## config.mk

```make
export PLATFORM = sky130hd
export DESIGN_NAME = instr_sequencer
export DESIGN_NICKNAME = d
export VERILOG_FILES = /design/src/rtl/instr_sequencer.sv
export SDC_FILE = /design/constraint.sdc
export NUM_CORES = 1
export LEC_CHECK = 0
export ABC_CLOCK_PERIOD_IN_PS = 1950
export BUFFER_PORTS_ARGS = -buffer_cell sky130_fd_sc_hd__buf_2
export CAP_MARGIN = 25
export CORE_MARGIN = 1.5
export CORE_UTILIZATION = 49
export CTS_CLUSTER_DIAMETER = 30
export DETAILED_ROUTE_END_ITERATION = 10
export PLACE_DENSITY = 0.87
export SLEW_MARGIN = 15
export SYNTH_ARGS = -nofsm -noshare
export SYNTH_HDL_FRONTEND = slang
export SYNTH_SLANG_ARGS = --single-unit
```

## constraint.sdc

```tcl
create_clock -name clk -period 1.95 [get_ports clk]
set_clock_uncertainty 0.05 [all_clocks]
set_input_delay 0.39 -clock clk [delete_from_list [all_inputs] [get_ports clk]]
set_output_delay 0.39 -clock clk [all_outputs]
set_load 0.05 [all_outputs]
```

## src/rtl/instr_sequencer.sv

```systemverilog
// Instruction fetch/issue stage: walks a synchronous ROM from address 0 and hands
// opcode/operand to the CU over valid/ready, executing LOOP and HALT locally.
module instr_sequencer #(
   parameter int OP_WIDTH   = 4,
   parameter int ARG_WIDTH  = 12,
   parameter int ADDR_WIDTH = 8
) (
   input  logic                          clk,
   input  logic                          rst_n,
   input  logic                          start,
   output logic [ADDR_WIDTH-1:0]         imem_addr,
   input  logic [OP_WIDTH+ARG_WIDTH-1:0] imem_rdata,
   output logic [OP_WIDTH-1:0]           opcode,
   output logic [ARG_WIDTH-1:0]          operand,
   output logic                          instr_valid,
   input  logic                          instr_ready,
   output logic [ADDR_WIDTH-1:0]         pc,
   output logic                          busy,
   output logic                          done,
   output logic                          err
);

   localparam int IW = OP_WIDTH + ARG_WIDTH;
   localparam logic [OP_WIDTH-1:0]   OP_HALT  = {OP_WIDTH{1'b1}};
   localparam logic [OP_WIDTH-1:0]   OP_LOOP  = {{(OP_WIDTH-1){1'b1}}, 1'b0};
   localparam logic [ADDR_WIDTH-1:0] PC_ZERO  = {ADDR_WIDTH{1'b0}};
   localparam logic [ADDR_WIDTH-1:0] PC_ONE   = {{(ADDR_WIDTH-1){1'b0}}, 1'b1};
   localparam logic [ADDR_WIDTH-1:0] PC_LAST  = {ADDR_WIDTH{1'b1}};

   typedef enum logic [2:0] {
      S_IDLE  = 3'd0,
      S_FETCH = 3'd1,
      S_WAIT  = 3'd2,
      S_EXEC  = 3'd3,
      S_ISSUE = 3'd4
   } state_t;

   state_t                  state_r;
   logic [ADDR_WIDTH-1:0]   pc_r;
   logic [IW-1:0]           instr_r;
   logic [OP_WIDTH-1:0]     opcode_r;
   logic [ARG_WIDTH-1:0]    operand_r;
   logic                    valid_r;
   logic                    busy_r;
   logic                    done_r;
   logic                    err_r;
   logic [3:0]              loop_cnt_r;
   logic                    loop_active_r;

   logic [OP_WIDTH-1:0]     instr_op_s;
   logic [ARG_WIDTH-1:0]    instr_arg_s;
   logic [3:0]              loop_n_s;
   logic [ADDR_WIDTH-1:0]   loop_tgt_s;
   logic                    pc_last_s;
   logic                    loop_jump_s;

   assign instr_op_s  = instr_r[IW-1 -: OP_WIDTH];
   assign instr_arg_s = instr_r[ARG_WIDTH-1:0];
   assign loop_n_s    = instr_arg_s[3:0];
   assign loop_tgt_s  = instr_arg_s[4 +: ADDR_WIDTH];
   assign pc_last_s   = (pc_r == PC_LAST);
   // A LOOP jumps back while the shared counter still has passes left.
   assign loop_jump_s = loop_active_r ? (loop_cnt_r != 4'd0) : (loop_n_s != 4'd0);

   assign imem_addr   = pc_r;
   assign pc          = pc_r;
   assign opcode      = opcode_r;
   assign operand     = operand_r;
   assign instr_valid = valid_r;
   assign busy        = busy_r;
   assign done        = done_r;
   assign err         = err_r;

   // Sequencer FSM: fetch, wait for ROM data, classify, and issue or execute locally.
   always_ff @(posedge clk or negedge rst_n) begin
      if (!rst_n) begin
         state_r       <= S_IDLE;
         pc_r          <= PC_ZERO;
         instr_r       <= {IW{1'b0}};
         opcode_r      <= {OP_WIDTH{1'b0}};
         operand_r     <= {ARG_WIDTH{1'b0}};
         valid_r       <= 1'b0;
         busy_r        <= 1'b0;
         done_r        <= 1'b0;
         err_r         <= 1'b0;
         loop_cnt_r    <= 4'd0;
         loop_active_r <= 1'b0;
      end else begin
         done_r <= 1'b0;
         case (state_r)
            S_IDLE: begin
               if (start) begin
                  pc_r          <= PC_ZERO;
                  busy_r        <= 1'b1;
                  err_r         <= 1'b0;
                  loop_cnt_r    <= 4'd0;
                  loop_active_r <= 1'b0;
                  state_r       <= S_FETCH;
               end else begin
                  state_r <= S_IDLE;
               end
            end
            S_FETCH: state_r <= S_WAIT;
            S_WAIT: begin
               instr_r <= imem_rdata;
               state_r <= S_EXEC;
            end
            S_EXEC: begin
               if (instr_op_s == OP_HALT) begin
                  done_r  <= 1'b1;
                  busy_r  <= 1'b0;
                  state_r <= S_IDLE;
               end else if (instr_op_s == OP_LOOP) begin
                  if (loop_jump_s) begin
                     loop_cnt_r    <= loop_active_r ? (loop_cnt_r - 4'd1) : (loop_n_s - 4'd1);
                     loop_active_r <= 1'b1;
                     pc_r          <= loop_tgt_s;
                     state_r       <= S_FETCH;
                  end else if (pc_last_s) begin
                     loop_active_r <= 1'b0;
                     err_r         <= 1'b1;
                     done_r        <= 1'b1;
                     busy_r        <= 1'b0;
                     state_r       <= S_IDLE;
                  end else begin
                     loop_active_r <= 1'b0;
                     pc_r          <= pc_r + PC_ONE;
                     state_r       <= S_FETCH;
                  end
               end else begin
                  opcode_r  <= instr_op_s;
                  operand_r <= instr_arg_s;
                  valid_r   <= 1'b1;
                  state_r   <= S_ISSUE;
               end
            end
            S_ISSUE: begin
               if (valid_r && instr_ready) begin
                  valid_r <= 1'b0;
                  if (pc_last_s) begin
                     err_r   <= 1'b1;
                     done_r  <= 1'b1;
                     busy_r  <= 1'b0;
                     state_r <= S_IDLE;
                  end else begin
                     pc_r    <= pc_r + PC_ONE;
                     state_r <= S_FETCH;
                  end
               end else begin
                  state_r <= S_ISSUE;
               end
            end
            default: begin
               valid_r <= 1'b0;
               busy_r  <= 1'b0;
               state_r <= S_IDLE;
            end
         endcase
      end
   end

endmodule

```

==> flow_metrics.env, run 1 <==
export IMPL_outcome="complete, no violations"
export IMPL_core_area_um2=5070
export IMPL_rows=26
export IMPL_cts_max_level=2
export IMPL_die_x_um=75.5
export IMPL_clk_pin_slew_worst_paths_ns=0.10
export IMPL_dp_hpwl_um=4360
export IMPL_cts_root_buf="clkbuf_8"
export IMPL_wl_um=6130
export IMPL_critPathCaptureType="flip-flop"
export IMPL_ys_ff_latch=52
export IMPL_ctsLongestPathBuffers=2
export IMPL_grt_max_degree=25
export IMPL_p_leak_nw=1.54
export IMPL_cap_violations=0
export IMPL_slew_viol_final=0
export IMPL_hold_worst_slack_ns=0.259
export IMPL_syn_to_final_growth_pct=24.2
export IMPL_cp_arrival_ns=2.09
export IMPL_viasPerCell=5.54
export IMPL_synth_edf_count=0
export IMPL_ant_nets=0
export IMPL_switching_power_mw=2.51
export IMPL_ys_seq_area_share_pct=50.5
export IMPL_tightestPinTransition_ns=0.429
export IMPL_relSlewSlack_pct=71.4
export IMPL_fin_crit_sh_pct=97.9
export IMPL_critical_path_required_ns=2.13
export IMPL_drtIter0Drc=207
export IMPL_startpoint_type="flip-flop"
export IMPL_synthCells=259
export IMPL_wl_per_cell_um=15.4
export IMPL_critPathMaxStageDelay_ns=0.56
export IMPL_route_detailed_drc=0
export IMPL_cts_tree="done"
export IMPL_synth_ff_type="dfrtp_1"
export IMPL_grt_pass1_vias=2154
export IMPL_synth_distinct_cells=52
export IMPL_yosys_top_cells_area="dfrtp_1, nand2_1, mux2_2"
export IMPL_fp_dieArea_um2=5700
export IMPL_grt_ovfl_total=0
export IMPL_switching_share_pct=46.0
export IMPL_n_antenna_cell=0
export IMPL_place_congestion=0.907
export IMPL_drive_gt1_share_pct=38.4
export IMPL_async_reset_ff_share_pct=100
export IMPL_hold_violations=0
export IMPL_path_cells="or4b_4 -> o22a_4 -> o21ai_4 -> buf_12 -> a22oi_2 -> o22ai_1"
export IMPL_io_buffers=55
export IMPL_setup_viol_count_final=0
export IMPL_synth_fp_nets=281
export IMPL_min_path_type="in2reg"
export IMPL_fmax_mhz=524
export IMPL_start_util_pct=50.8
export IMPL_gr_usage_all_layers_pct=23.7
export IMPL_firstDrtPassIters=4
export IMPL_cts_num_sinks=52
export IMPL_setup_worst_path_class="reg2reg"
export IMPL_power_clock_fraction_pct=14.1
export IMPL_power_frac_seq_pct=35.1
export IMPL_grt_pass1_wl_um=10200
export IMPL_p_per_area_nw_per_um2=1700
export IMPL_finalNetCount=349
export IMPL_yosysWarnings=0
export IMPL_netlist_area_leader_share_pct=50.5
export IMPL_rsz0062_at_grt="true"
export IMPL_cp_slowest_cell="or4b_4"
export IMPL_antenna_found_initial=0
export IMPL_synth_area_leader_cell="dfrtp_1"
export IMPL_fillers=418
export IMPL_io_pins=56
export IMPL_min_period_ns=1.91
export IMPL_clk_latency_ns=0.31
export IMPL_die_h_um=75.5
export IMPL_vias=2203
export IMPL_p_int_mw=2.94
export IMPL_setup_tns_ns=0
export IMPL_vdd_drop_max_v=0.00139
export IMPL_comb_power_share_pct=50.7
export IMPL_mappedNetlistArea_um2=2580
export IMPL_cp_max_fo=9
export IMPL_numCtsBuffers=5
export IMPL_syn_area_per_cell_um2=9.95
-- final timing paths --
kind | slack (ns) | cells past startpoint | startpoint | end
worst max-delay path | 0.04 | 6 | loop_cnt_r[0] | imem_addr[3]
worst min-delay path | 0.26 | 2 | imem_rdata[10] | instr_r[10]
worst max register to register | 0.04 | 6 | loop_cnt_r[0] | imem_addr[3]
worst min register to register | 0.43 | 2 | operand[9] | operand[9]
max in group asynchronous | 0.85 | 3 | rst_n | loop_cnt_r[2]
min in group asynchronous | 0.48 | 2 | rst_n | operand[9]
-- metrics by stage --
step	total power [mW]	setup slack, ns	instances	util [%]	instance area (µm²)
finish	5.44	0.0416	398	63.1	3200
global route	5.77	-0.0152	398	63.1	3200
CTS	5.37	0.0185	397	62.1	3150
detailed placement	4.56	-0.00835	387	59.2	3010
global placement	4.47	0.0634	387	59.2	3010
floorplan	3.76	0.0410	259	-	2580
-- synthesized netlist by cell type, types with 2 or more instances --
master	number
a21oi_1	8
a22oi_1	4
a32oi_1	4
and2_1	2
buf_2	5
buf_4	8
clkbuf_1	5
dfrtp_1	52
ha_1	2
inv_1	6
mux2_2	17
mux2i_1	3
nand2_1	60
nand3_1	6
nand4_1	4
nor2_1	11
nor2_2	2
nor3_1	5
o21ai_0	12
o21ai_1	5
o22a_1	3
o22ai_1	3
or2_2	2
or4b_4	2
-- state kept, by name (all words and copies together), names as in the netlist, 3 cells and up --
| signal | flops |
|---|---|
| operand | 12 |
| instr_r | 16 |
| imem_addr | 8 |
| opcode | 4 |
| loop_cnt_r | 4 |
| state_r | 3 |
-- power groups by stage --
| stage | combinational, mW | clock, mW | sequential [mW] |
|---|---|---|---|
| finish | 2.76 | 0.770 | 1.91 |
| CTS | 2.69 | 0.786 | 1.89 |
| floorplan | 1.32 | 0 | 2.44 |
| detailed placement | 2.65 | 0 | 1.91 |
| global route | 2.97 | 0.815 | 1.98 |
| global placement | 2.59 | 0 | 1.88 |
-- area by class of cell --
type / instances / area (µm²) / area share [%]
Clock buffer: 5 / 68.8 / 2.15
Inverter: 6 / 22.5 / 0.704
Multi-Input combinational cell: 182 / 1180 / 36.8
Sequential cell: 52 / 1310 / 40.8
Tap cell: 70 / 87.6 / 2.74
Timing Repair Buffer: 80 / 490 / 15.3
Clock inverter: 3 / 46.3 / 1.45
-- per-layer routing --
| layer | track usage, % | vias up | share of wire (%) |
|---|---|---|---|
| li1 | - | 1045 | - |
| met1 | 33.2 | 1052 | 44 |
| met4 | 7.74 | 0 | 1.4 |
| met3 | 3.97 | 10 | 6.4 |
| met2 | 37.9 | 96 | 49 |
| met5 | 0 | - | 0 |
-- placed cells by master, fill, tap and decap left out, types with 3 or more instances in the layout --
master     n
nand2_1   60
buf_2     55
dfrtp_1   48
buf_4     22
mux2_2    17
nor2_1    11
o21ai_0   11
a21oi_1    8
nand3_1    6
inv_1      6
o21ai_1    5
clkbuf_8   5
a32oi_1    4
nand4_1    4
nor3_1     4
dfrtp_2    4
mux2i_1    3
o22a_1     3
a22oi_1    3
-- critical path, delay by kind of cell (launching register included) --
kind,cells,cell delay [ns]
buf+inv,1,0.14
compound gates,4,0.66
flops,1,0.42
simple gates,1,0.56
-- repair_timing --
item | CTS | global route
hold endpoints to repair | 15 | 0
hold buffers | 1 | 0
setup endpoints to repair | 2 | 9
pin swaps | 1 | 2
buffers inserted | 1 | 1
resized for setup | 1 | 8
-- logic make-up (layout without fill, tap and decap cells) --
family          Yosys count  in the layout  synth area share [%]
simple gates            106            106                  19.8
buf+inv                  25             94                  5.34
xor+xnor                  1              1                 0.340
flops                    52             52                  50.5
fa+ha+maj                 2              2                 0.971
mux                      20             20                  8.59
compound gates           53             53                  14.5
No activity file was read; power rests on OpenSTA's default activity.
==> run 2, diff against run 1 <==
--- a/config.mk
+++ b/config.mk
@@ -8,6 +8,7 @@
 export ABC_CLOCK_PERIOD_IN_PS = 1950
 export BUFFER_PORTS_ARGS = -buffer_cell sky130_fd_sc_hd__buf_2
 export CAP_MARGIN = 25
+export CORE_ASPECT_RATIO = 0.6
 export CORE_MARGIN = 1.5
 export CORE_UTILIZATION = 49
 export CTS_CLUSTER_DIAMETER = 30
==> flow_metrics.env, run 2 (synthesis results as in run 1) <==
export IMPL_wl_um=6560
export IMPL_rows=20
export IMPL_worstReg2RegEnd="imem_addr[5]"
export IMPL_cap_violations=0
export IMPL_finalNetCount=350
export IMPL_cts_tree="done"
export IMPL_route_detailed_drc=0
export IMPL_min_period_ns=1.95
export IMPL_grt_pass1_wl_um=10500
export IMPL_met3_length_um=687
export IMPL_tightestPinTransition_ns=0.601
export IMPL_gr_usage_all_layers_pct=23.6
export IMPL_die_x_um=96.6
export IMPL_setup_worst_path_class="reg2reg"
export IMPL_reg2reg_depth=5
export IMPL_core_area_um2=5050
export IMPL_dr_max_layer_used="met4"
export IMPL_antenna_found_initial=0
export IMPL_drtIter0Drc=179
export IMPL_rsz0062_at_grt="true"
export IMPL_crit_path_end="imem_addr[5]"
export IMPL_vias=2285
export IMPL_cp_arrival_ns=2.13
export IMPL_place_congestion=0.950
export IMPL_io_buffers=55
export IMPL_grt_pass1_vias=2094
export IMPL_path_buf_inv=0
export IMPL_dp_hpwl_um=4680
export IMPL_regArea_um2=1310
export IMPL_p_leak_nw=1.53
export IMPL_mostFrequentLayoutCells="nand2_1, buf_2, dfrtp_1"
export IMPL_slew_viol_final=0
export IMPL_ant_nets=0
export IMPL_rr_startpoint="loop_cnt_r[0]"
export IMPL_n_antenna_cell=0
export IMPL_wl_per_cell_um=16.6
export IMPL_relSlewSlack_pct=59.6
export IMPL_r2r_slack_ns=0.002
export IMPL_multiInputGateArea_um2=1190
export IMPL_cp_max_fo=5
export IMPL_clk_pin_slew_worst_paths_ns=0.10
export IMPL_path_depth=5
export IMPL_p_total_mw=5.47
export IMPL_die_h_um=59.2
export IMPL_start_util_pct=51.0
export IMPL_io_pins=56
export IMPL_fmax_mhz=513
export IMPL_critPathCaptureType="flip-flop"
export IMPL_p_per_area_nw_per_um2=1720
export IMPL_setup_viol_count_final=0
export IMPL_grt_ovfl_total=0
export IMPL_routed_wl_met2_um=2830
export IMPL_ctsLongestPathBuffers=2
export IMPL_outcome="complete, no violations"
export IMPL_crit_family="compound AO/OA/AOI/OAI gates"
export IMPL_viasPerCell=5.78
export IMPL_clk_latency_ns=0.31
export IMPL_hold_violations=0
export IMPL_path_cells="or4b_4 -> o22a_4 -> o21ai_4 -> a32oi_1 -> o21ai_1"
export IMPL_cts_max_level=2
export IMPL_startpoint_type="flip-flop"
export IMPL_drive_gt1_share_pct=38.3
export IMPL_critPathMaxStageDelay_ns=0.56
export IMPL_hold_worst_slack_ns=0.254
export IMPL_design_area_um2=3180
export IMPL_final_cells=395
export IMPL_syn_to_final_growth_pct=23.4
export IMPL_placed_cell_area_um2=2970
export IMPL_cts_num_sinks=52
export IMPL_cp_slowest_cell="or4b_4"
export IMPL_cts_root_buf="clkbuf_8"
export IMPL_fp_dieArea_um2=5720
export IMPL_cp_startpoint="loop_cnt_r[0]"
export IMPL_firstDrtPassIters=5
export IMPL_min_path_type="in2reg"
export IMPL_setup_tns_ns=0
export IMPL_critical_path_required_ns=2.14
export IMPL_grt_max_degree=24
export IMPL_wl_met1_um=2940
export IMPL_layout_commonest_cell="nand2_1"
export IMPL_largest_reg_flops=16
export IMPL_fin_crit_sh_pct=99.9
export IMPL_vdd_drop_max_v=0.000975
export IMPL_regMostFlops="instr_r"
export IMPL_placed_cells=381
export IMPL_fillers=426
export IMPL_numCtsBuffers=5
-- run 2: per-layer routing --
| layer | track usage, % | vias to the layer above |
|---|---|---|
| met4 | 6.42 | 0 |
| met5 | 0 | - |
| li1 | - | 1049 |
| met1 | 34.3 | 1097 |
| met3 | 8.14 | 20 |
| met2 | 33.7 | 119 |
-- run 2: stage by stage --
step	utilization, %	setup slack, ns
after floorplan	-	0.0410
after global placement	58.8	0.0526
after detailed placement	58.8	-0.00766
after CTS	61.5	-0.0144
after global routing	62.9	-0.0507
final	62.9	0.00208
-- run 2: worst min-delay path by stage --
| stage | end | cells past startpoint | startpoint | slack (ns) |
|---|---|---|---|---|
| floorplan | busy | 0 | rst_n | 0.04 |
| global placement | imem_addr[4] | 1 | rst_n | 0.33 |
| detailed placement | imem_addr[4] | 1 | rst_n | 0.33 |
| CTS | instr_r[5] | 2 | imem_rdata[5] | 0.25 |
| global route | instr_r[5] | 2 | imem_rdata[5] | 0.24 |
| finish | instr_r[5] | 2 | imem_rdata[5] | 0.25 |
-- run 2: timing repair --
item                                    in CTS  in global routing
hold buffers                                 1                  0
gates cloned                                 0                  1
endpoints found under the setup margin       5                 13
hold endpoints to repair                     9                  0
pin swaps                                    1                  4
gates resized for setup                      2                 10
buffers inserted                             0                  4
-- run 2: final cells by class --
type / count / area share (%)
flip-flops and latches: 52 / 41.1
multi-input cells: 183 / 37.5
repair buffers: 80 / 14.6
well taps: 66 / 2.60
clock buffers: 6 / 2.28
clock inverters: 2 / 1.22
inverters: 6 / 0.708
-- run 2: where the power goes --
group          switching, mW  total, mW  internal, mW
clock                  0.359      0.747         0.388
combinational           1.77       2.78          1.02
sequential             0.424       1.94          1.51
